<file path="src/rtl/mem_port_arbiter.sv">
// Shares one memory port between the CPU datapath and a DMA/debug loader.
// One requester owns the port at a time. Its command is latched and held for
// MEM_LATENCY cycles, then a single-cycle done pulse returns the read data.
// When both requesters contend, the grant alternates between them.
module mem_port_arbiter #(
  parameter int ADDR_W      = 32,
  parameter int DATA_W      = 32,
  parameter int MEM_LATENCY = 2
) (
  input  logic              clk,
  input  logic              reset,
  input  logic              cpu_req,
  input  logic              cpu_we,
  input  logic [ADDR_W-1:0] cpu_addr,
  input  logic [DATA_W-1:0] cpu_wdata,
  output logic              cpu_gnt,
  output logic              cpu_done,
  input  logic              dma_req,
  input  logic              dma_we,
  input  logic [ADDR_W-1:0] dma_addr,
  input  logic [DATA_W-1:0] dma_wdata,
  output logic              dma_gnt,
  output logic              dma_done,
  output logic [DATA_W-1:0] rdata,
  output logic              mem_valid,
  output logic              mem_we,
  output logic [ADDR_W-1:0] mem_addr,
  output logic [DATA_W-1:0] mem_wdata,
  input  logic [DATA_W-1:0] mem_rdata,
  output logic              busy
);
  localparam int              CNT_W    = $clog2(MEM_LATENCY + 1);
  localparam logic [CNT_W-1:0] CNT_LOAD = CNT_W'(MEM_LATENCY - 1);
  localparam logic            OWN_CPU  = 1'b0;
  localparam logic            OWN_DMA  = 1'b1;

  typedef enum logic [1:0] {IDLE, ACCESS, RESP} state_t;

  typedef struct packed {
    logic              we;
    logic [ADDR_W-1:0] addr;
    logic [DATA_W-1:0] wdata;
  } cmd_t;

  state_t            state_q, state_d;
  logic              owner_q, owner_d;
  logic              last_q, last_d;
  logic [CNT_W-1:0]  cnt_q, cnt_d;
  cmd_t              cmd_q, cmd_d;
  logic [DATA_W-1:0] rdata_q, rdata_d;
  cmd_t              cpu_cmd, dma_cmd;

  assign cpu_cmd = '{we: cpu_we, addr: cpu_addr, wdata: cpu_wdata};
  assign dma_cmd = '{we: dma_we, addr: dma_addr, wdata: dma_wdata};

  // State register; reset aborts any transaction in flight, CPU wins first tie.
  always_ff @(posedge clk or negedge reset) begin
    if (!reset) begin
      state_q <= IDLE;
      owner_q <= OWN_CPU;
      last_q  <= OWN_DMA;
      cnt_q   <= '0;
      cmd_q   <= '0;
      rdata_q <= '0;
    end else begin
      state_q <= state_d;
      owner_q <= owner_d;
      last_q  <= last_d;
      cnt_q   <= cnt_d;
      cmd_q   <= cmd_d;
      rdata_q <= rdata_d;
    end
  end

  // Arbitration in IDLE, latency countdown in ACCESS, one-cycle RESP.
  always_comb begin
    state_d = state_q;
    owner_d = owner_q;
    last_d  = last_q;
    cnt_d   = cnt_q;
    cmd_d   = cmd_q;
    rdata_d = rdata_q;
    case (state_q)
      IDLE: begin
        if (cpu_req || dma_req) begin
          // Contention goes to whoever did not finish last.
          if (cpu_req && dma_req) owner_d = ~last_q;
          else                    owner_d = dma_req ? OWN_DMA : OWN_CPU;
          cmd_d   = (owner_d == OWN_DMA) ? dma_cmd : cpu_cmd;
          cnt_d   = CNT_LOAD;
          state_d = ACCESS;
        end
      end
      ACCESS: begin
        if (cnt_q != '0) begin
          cnt_d = cnt_q - 1'b1;
        end else begin
          // Memory read data is valid on the last ACCESS cycle only.
          if (!cmd_q.we) rdata_d = mem_rdata;
          last_d  = owner_q;
          state_d = RESP;
        end
      end
      RESP:    state_d = IDLE;
      default: state_d = IDLE;
    endcase
  end

  logic in_access, active, in_resp;
  assign in_access = (state_q == ACCESS);
  assign in_resp   = (state_q == RESP);
  assign active    = (state_q != IDLE);

  // Memory command comes only from the latched copy and is zero outside ACCESS.
  assign mem_valid = in_access;
  assign mem_we    = in_access & cmd_q.we;
  assign mem_addr  = in_access ? cmd_q.addr  : '0;
  assign mem_wdata = in_access ? cmd_q.wdata : '0;

  assign cpu_gnt  = active  && (owner_q == OWN_CPU);
  assign dma_gnt  = active  && (owner_q == OWN_DMA);
  assign cpu_done = in_resp && (owner_q == OWN_CPU);
  assign dma_done = in_resp && (owner_q == OWN_DMA);
  assign busy     = active;
  assign rdata    = rdata_q;
endmodule

</file>
<file path="config.mk">
export PLATFORM = sky130hd
export DESIGN_NAME = mem_port_arbiter
export DESIGN_NICKNAME = d
export VERILOG_FILES = /design/src/rtl/mem_port_arbiter.sv
export SDC_FILE = /design/constraint.sdc
export NUM_CORES = 1
export LEC_CHECK = 0
export ABC_AREA = 1
export ABC_CLOCK_PERIOD_IN_PS = 1600
export CAP_MARGIN = 30
export CORE_ASPECT_RATIO = 0.7
export CORE_MARGIN = 5
export CORE_UTILIZATION = 42
export DETAILED_ROUTE_END_ITERATION = 6
export GPL_TIMING_DRIVEN = 0
export MAX_ROUTING_LAYER = met4
export PLACE_DENSITY = 0.81
export SLEW_MARGIN = 10
export SYNTH_ARGS = -nofsm -noshare
export SYNTH_HDL_FRONTEND = slang
export SYNTH_SLANG_ARGS = --single-unit
</file>
<file path="constraint.sdc">
create_clock -name clk -period 1.6 [get_ports clk]
set_input_delay 0.24 -clock clk [delete_from_list [all_inputs] [get_ports clk]]
set_output_delay 0.24 -clock clk [all_outputs]
set_load 0.005 [all_outputs]
</file>
==> impl_metrics.ini <==
[outcome]
status = finished with violations
violations = negative setup slack

[global_routing]
grt_overflow = 0
first_global_vias = 5883
grt_usage_pct = 24.50
antenna_found_initial = 0
grt_max_degree = 56
grt_pass1_wl_um = 30770

[critical_path]
required_ps = 1360
critPathMaxFanout = 10
cp-startpoint = state_q[1]$_DFFE_PN0P_
cp-end-kind = primary output
critPathSlowestCell = dfrtp_1
path_cells = nor2_4 > inv_4 > buf_12 > buf_8 > nor2_2 > buf_2
r2r-end = cmd_q[6]$_DFFE_PN0P_
rr_startpoint = state_q[1]$_DFFE_PN0P_
cp-start-kind = register
critPathKind = register to primary output
crit_arrival_ps = 1530
slowest_delay_ps = 420
rr_worst_depth = 7
r2r_slack_ps = 60

[synth]
yosys.area.top_type_share_pct = 43.75
yosysSeqAreaShare_pct = 44.20
ys_ff_latch = 103
synth_area_per_cell_um2 = 6.645
syn-num-nets = 1046
synth_top_area_cell = dfrtp_1
synth_cell_types = 20
yosys-top-cells-area = dfrtp_1 (44%), nand2_1 (17%), nand3_1 (14%), inv_1 (13%), nor2_1 (4.6%)
synth_area_um2 = 5834
synthCells = 878
yosysWarnings = 0

[sta]
setup-violations-final = 66
max_freq_ghz = 0.5656
maxSlewViolCount = 0
min_period_ps = 1768
final_hold_viol_count = 0
tightest_slew_ps = 497.9
clock_skew_ps = 6.581
fin_crit_sh_pct = 110.5
slew_headroom_pct = 66.80
rsz0062_at_grt = true
setup_slack_ps = -168.1

[min_path]
min_path_type = input pin to asynchronous set/reset pin

[clock_tree]
clock_latency_ps = 340
htree_levels = 3
clock_sinks = 103
numCtsBuffers = 9
clkTransAtPathRegs_ps = 70
cts-root-buf = clkbuf_16
max-clock-path-buffers = 2
cts_tree = done

[pwr]
power_density_nw_per_um2 = 1758
power.total_mw = 16.48
p_leak_nw = 5.202
ir_drop_v = 0.0006831

[finish]
multiInputGateArea_um2 = 2411
fin_nets = 1339
diodes = 0
fillerInstances = 1239
regArea_um2 = 2580
syn_to_final_growth_pct = 60.71
layout_commonest_cell = nand2_1
mostFrequentLayoutCells = nand2_1 (271), inv_1 (202), clkdlybuf4s50_1 (196)
drive_gt1_share_pct = 16.84
final_area_um2 = 9376

[die]
initial_core_util_pct = 42.33
rows = 36
die-width_um = 150.9
dieHeight_um = 108.6
die_area_um2 = 16390
core-area_um2 = 13780
ioPinCount = 269

[drt]
drt-vias-per-instance = 4.588
first_pass_iters = 5
drtIter0Drc = 285
vias = 6267
wl_um = 20040
drtAntennaViolNets = 0
wl_per_cell_um = 14.67
drc = 0

[place]
numPortBuffers = 268
hpwl_um = 15070
place_area_um2 = 8783
gp_congestion = 0.8811

[flow_run]
maxCapViolCount = 0
cells by family (layout without fill, tap and decap cells):
logic type | count (synthesis) | count (layout) | share of synthesized area, %
buffers and inverters | 256 | 554 | 18.12
DFF | 103 | 103 | 44.20
and+or+nand+nor | 513 | 513 | 36.84
adders and majority gates | 2 | 2 | 0.4288
AOI/OAI and AO/OA | 4 | 4 | 0.4072
cell usage after synthesis, drive strengths merged:
| cell type | number |
|---|---|
| a21oi | 1 |
| buf | 38 |
| clkbuf | 14 |
| dfrtp | 102 |
| dfstp | 1 |
| ha | 2 |
| inv | 204 |
| nand2 | 272 |
| nand3 | 165 |
| nand4 | 1 |
| nor2 | 73 |
| nor3 | 2 |
| o21ai | 3 |
layout make-up:
cell class / count / share of cell area [%]
Clock inverter: 7 / 0.9875
Tap cell: 190 / 2.535
Buffer: 51 / 4.657
Sequential cell: 103 / 27.52
Clock buffer: 9 / 2.402
Timing Repair Buffer: 283 / 28.00
Multi-Input combinational cell: 519 / 25.71
Inverter: 204 / 8.193
worst max path at each step:
stage,slack [ps],depth (start not counted),endpoint
finish,-170,6,mem_addr[25]
global route,-220,6,mem_addr[25]
CTS,-150,7,mem_addr[15]
detailed placement,-450,7,mem_addr[12]
global placement,-3710,1,cmd_q[16]$_DFFE_PN0P_
floorplan,230,7,rdata[11]$_DFFE_PN0P_
metrics by stage:
stage                     std cells  hold WS, ps  TNS, ps  utilization, %  setup WS, ps
after floorplan                 878       -55.59        0               -         231.1
after global placement         1336        453.2  -412680           63.52         -3707
after detailed placement       1337        214.5   -33740           63.73        -448.1
after CTS                      1363        412.8    -6158           66.26        -153.6
after global routing           1366        422.9   -11280           68.03        -222.3
final                          1366        396.2    -7740           68.03        -168.1
report_power, final:
group          leakage (nW)  internal, mW  switching (mW)
clock                 0.148          1.25            1.06
combinational          3.80          4.53            4.97
sequential             1.25          3.94           0.728
layer usage:
metal	vias up	global-route usage, %	wire, µm
met5	-	-	0
met4	0	4.204	237
met3	23	7.395	1977
met2	221	38.52	9204
met1	2860	32.06	8624
li1	3163	-	-
sequential cells by signal (all words and copies together) (netlist names):
signal	count
last_q	1
state_q	2
owner_q	1
cmd_q	65
cnt_q	2
rdata	32
worst max-delay path, delay by kind of cell, from the launching register on:
kind	cells	cell delay [ps]
and+or+nand+nor	2	270
buffers and inverters	4	500
DFF	1	420
repair_timing:
item,CTS,global route
pin swaps,4,4
buffers inserted,7,6
setup endpoints to repair,91,140
gates resized for setup,323,97
gates cloned,2,0
hold buffers,1,0
endpoints found under the hold margin,47,0
Power figures use the tool's default switching activity.
==> RTL edit (same flow settings) <==
The parameter `ADDR_W` goes from 32 to 64.
--- a/src/rtl/mem_port_arbiter.sv
+++ b/src/rtl/mem_port_arbiter.sv
@@ -4,5 +4,5 @@
 // When both requesters contend, the grant alternates between them.
 module mem_port_arbiter #(
-  parameter int ADDR_W      = 32,
+  parameter int ADDR_W      = 64,
   parameter int DATA_W      = 32,
   parameter int MEM_LATENCY = 2
Ports: changed (resized cpu_addr, dma_addr and mem_addr); port bits go from 269 to 365. The function was not compared with the original's and may differ.
==> RTL edit against the original RTL <==
  * The flow still finishes with violations (negative setup slack)
  * Area after synthesis rose by 36%
  * Synthesized cell count up 39%
  * Setup slack got worse by 0.098 ns
  * Core utilization rose by 0.47 points
  * Design area increased by 37%
  * Via count is 42% higher
  * Combinational power up 32%
  * Routed wire length up 41%
  * Critical path type unchanged
  * Sequential cell count grew 32
  * Global-route usage grew 2.0 points
  * Sequential share of layout area shrank 1.1 points
  * Total power is 38% higher
  * Non-clock buffer count is 123 higher
  * Highest routed layer unchanged
  * First-iteration DRC count increased by 93%
==> RTL edit: results (changes against the original RTL) <==
status: finished, violations left
violated checks: negative setup slack
largest net degree at the start of global routing: 49 (-13%)
end of the worst register-to-register path: rdata[13]
crit path DAT: 1.63 ns (+0.10 ns)
Cells after DPL: 1825 (+36%)
measured slew at the worst slew-check pin: 0.452 ns (-0.0457 ns)
first-pass GRT wire length: 45200 um (+47%)
Final WS setup: -0.267 ns (-0.0984 ns)
GR Layer Usage met3: 0.0658 (-0.00811)
multi-input logic portion of the cell area: 0.253 (-0.00367)
instance count of the mapped netlist: 1218 (+39%)
proportion of synthesized chip area in sequential cells: 0.427 (-0.0146)
number of endpoints failing setup at the final stage: 101 (+53%)
Clock-cell share: 0.0477 (+0.0139)
routed vias: 8903 (+42%)
Post-CTS Setup Repair Bufs: 17 (+10)
grt met1 use: 0.318 (-0.00227)
Repair and plain buffers: 457 (+37%)
proportion of layout cells with a drive suffix above 1: 0.173 (+0.00472)
unique cell type count in the Yosys netlist: 22 (+10%)
nets in the synthesized netlist: 1450 (+39%)
cell types with the largest area share after synthesis: sky130_fd_sc_hd__dfrtp_1 42%, sky130_fd_sc_hd__nand2_1 17%, sky130_fd_sc_hd__nand3_1 14%, sky130_fd_sc_hd__inv_1 14%, sky130_fd_sc_hd__nor2_1 4.7%
clock tree skew after final layout: 0.00924 ns (+0.00266 ns)
number of non-clock inverters: 300 (+47%)
CTS resizes: 420 (+30%)
top cell types by occurrence after synthesis: 365 x sky130_fd_sc_hd__nand2_1, 297 x sky130_fd_sc_hd__inv_1, 229 x sky130_fd_sc_hd__nand3_1, 134 x sky130_fd_sc_hd__dfrtp_1, 100 x sky130_fd_sc_hd__nor2_1
Worst IR Drop VDD: 0.000780 V (+14%)
end point of the critical path: mem_wdata[16]
P per Cell Area: 1770 mW/mm^2 (+0.96%)
placed cell area: 0.0119 mm^2 (+35%)
share of power burned in combinational logic: 0.549 (-0.027)
Synth top area share: 0.424 (-0.0134)
CTS HTree Levels: 4 (+1)
post-place setup slack: -0.546 ns (-0.0975 ns)
ant diodes: 1 (+1)
horizontal extent of the die: 174 um (+15%)
Post-Route Hold Slack: 0.319 ns (-0.0773 ns)
met2 Use GR: 0.441 (+0.0558)
input/output buffers: 363 (+35%)
Filler cells: 1596 (+29%)
R2R depth: 8 (+1)
Sequential cell area: 0.00338 mm^2 (+31%)
flip-flop count of the largest register, all copies and words added: 97 (+49%)
DR iter-0 viols: 551 (+93%)
-- RTL edit: changes by cell type after synthesis, moves of 4 or more --
cell / change
sky130_fd_sc_hd__inv_1: +95
sky130_fd_sc_hd__nand2_1: +94
sky130_fd_sc_hd__nand3_1: +64
sky130_fd_sc_hd__dfrtp_1: +32
sky130_fd_sc_hd__nor2_1: +29
sky130_fd_sc_hd__buf_2: +10
sky130_fd_sc_hd__buf_1: +6
sky130_fd_sc_hd__clkbuf_1: +4
-- RTL edit: logic make-up (layout without fill, tap and decap cells) --
logic type	count (synthesis)	in the layout	share of synthesized area
and+or+nand+nor	705	705	0.375
adders and majority gates	2	2	0.00316
buffers and inverters	372	789	0.192
DFF	135	135	0.427
AOI/OAI and AO/OA	4	4	0.00300
other	0	1	0
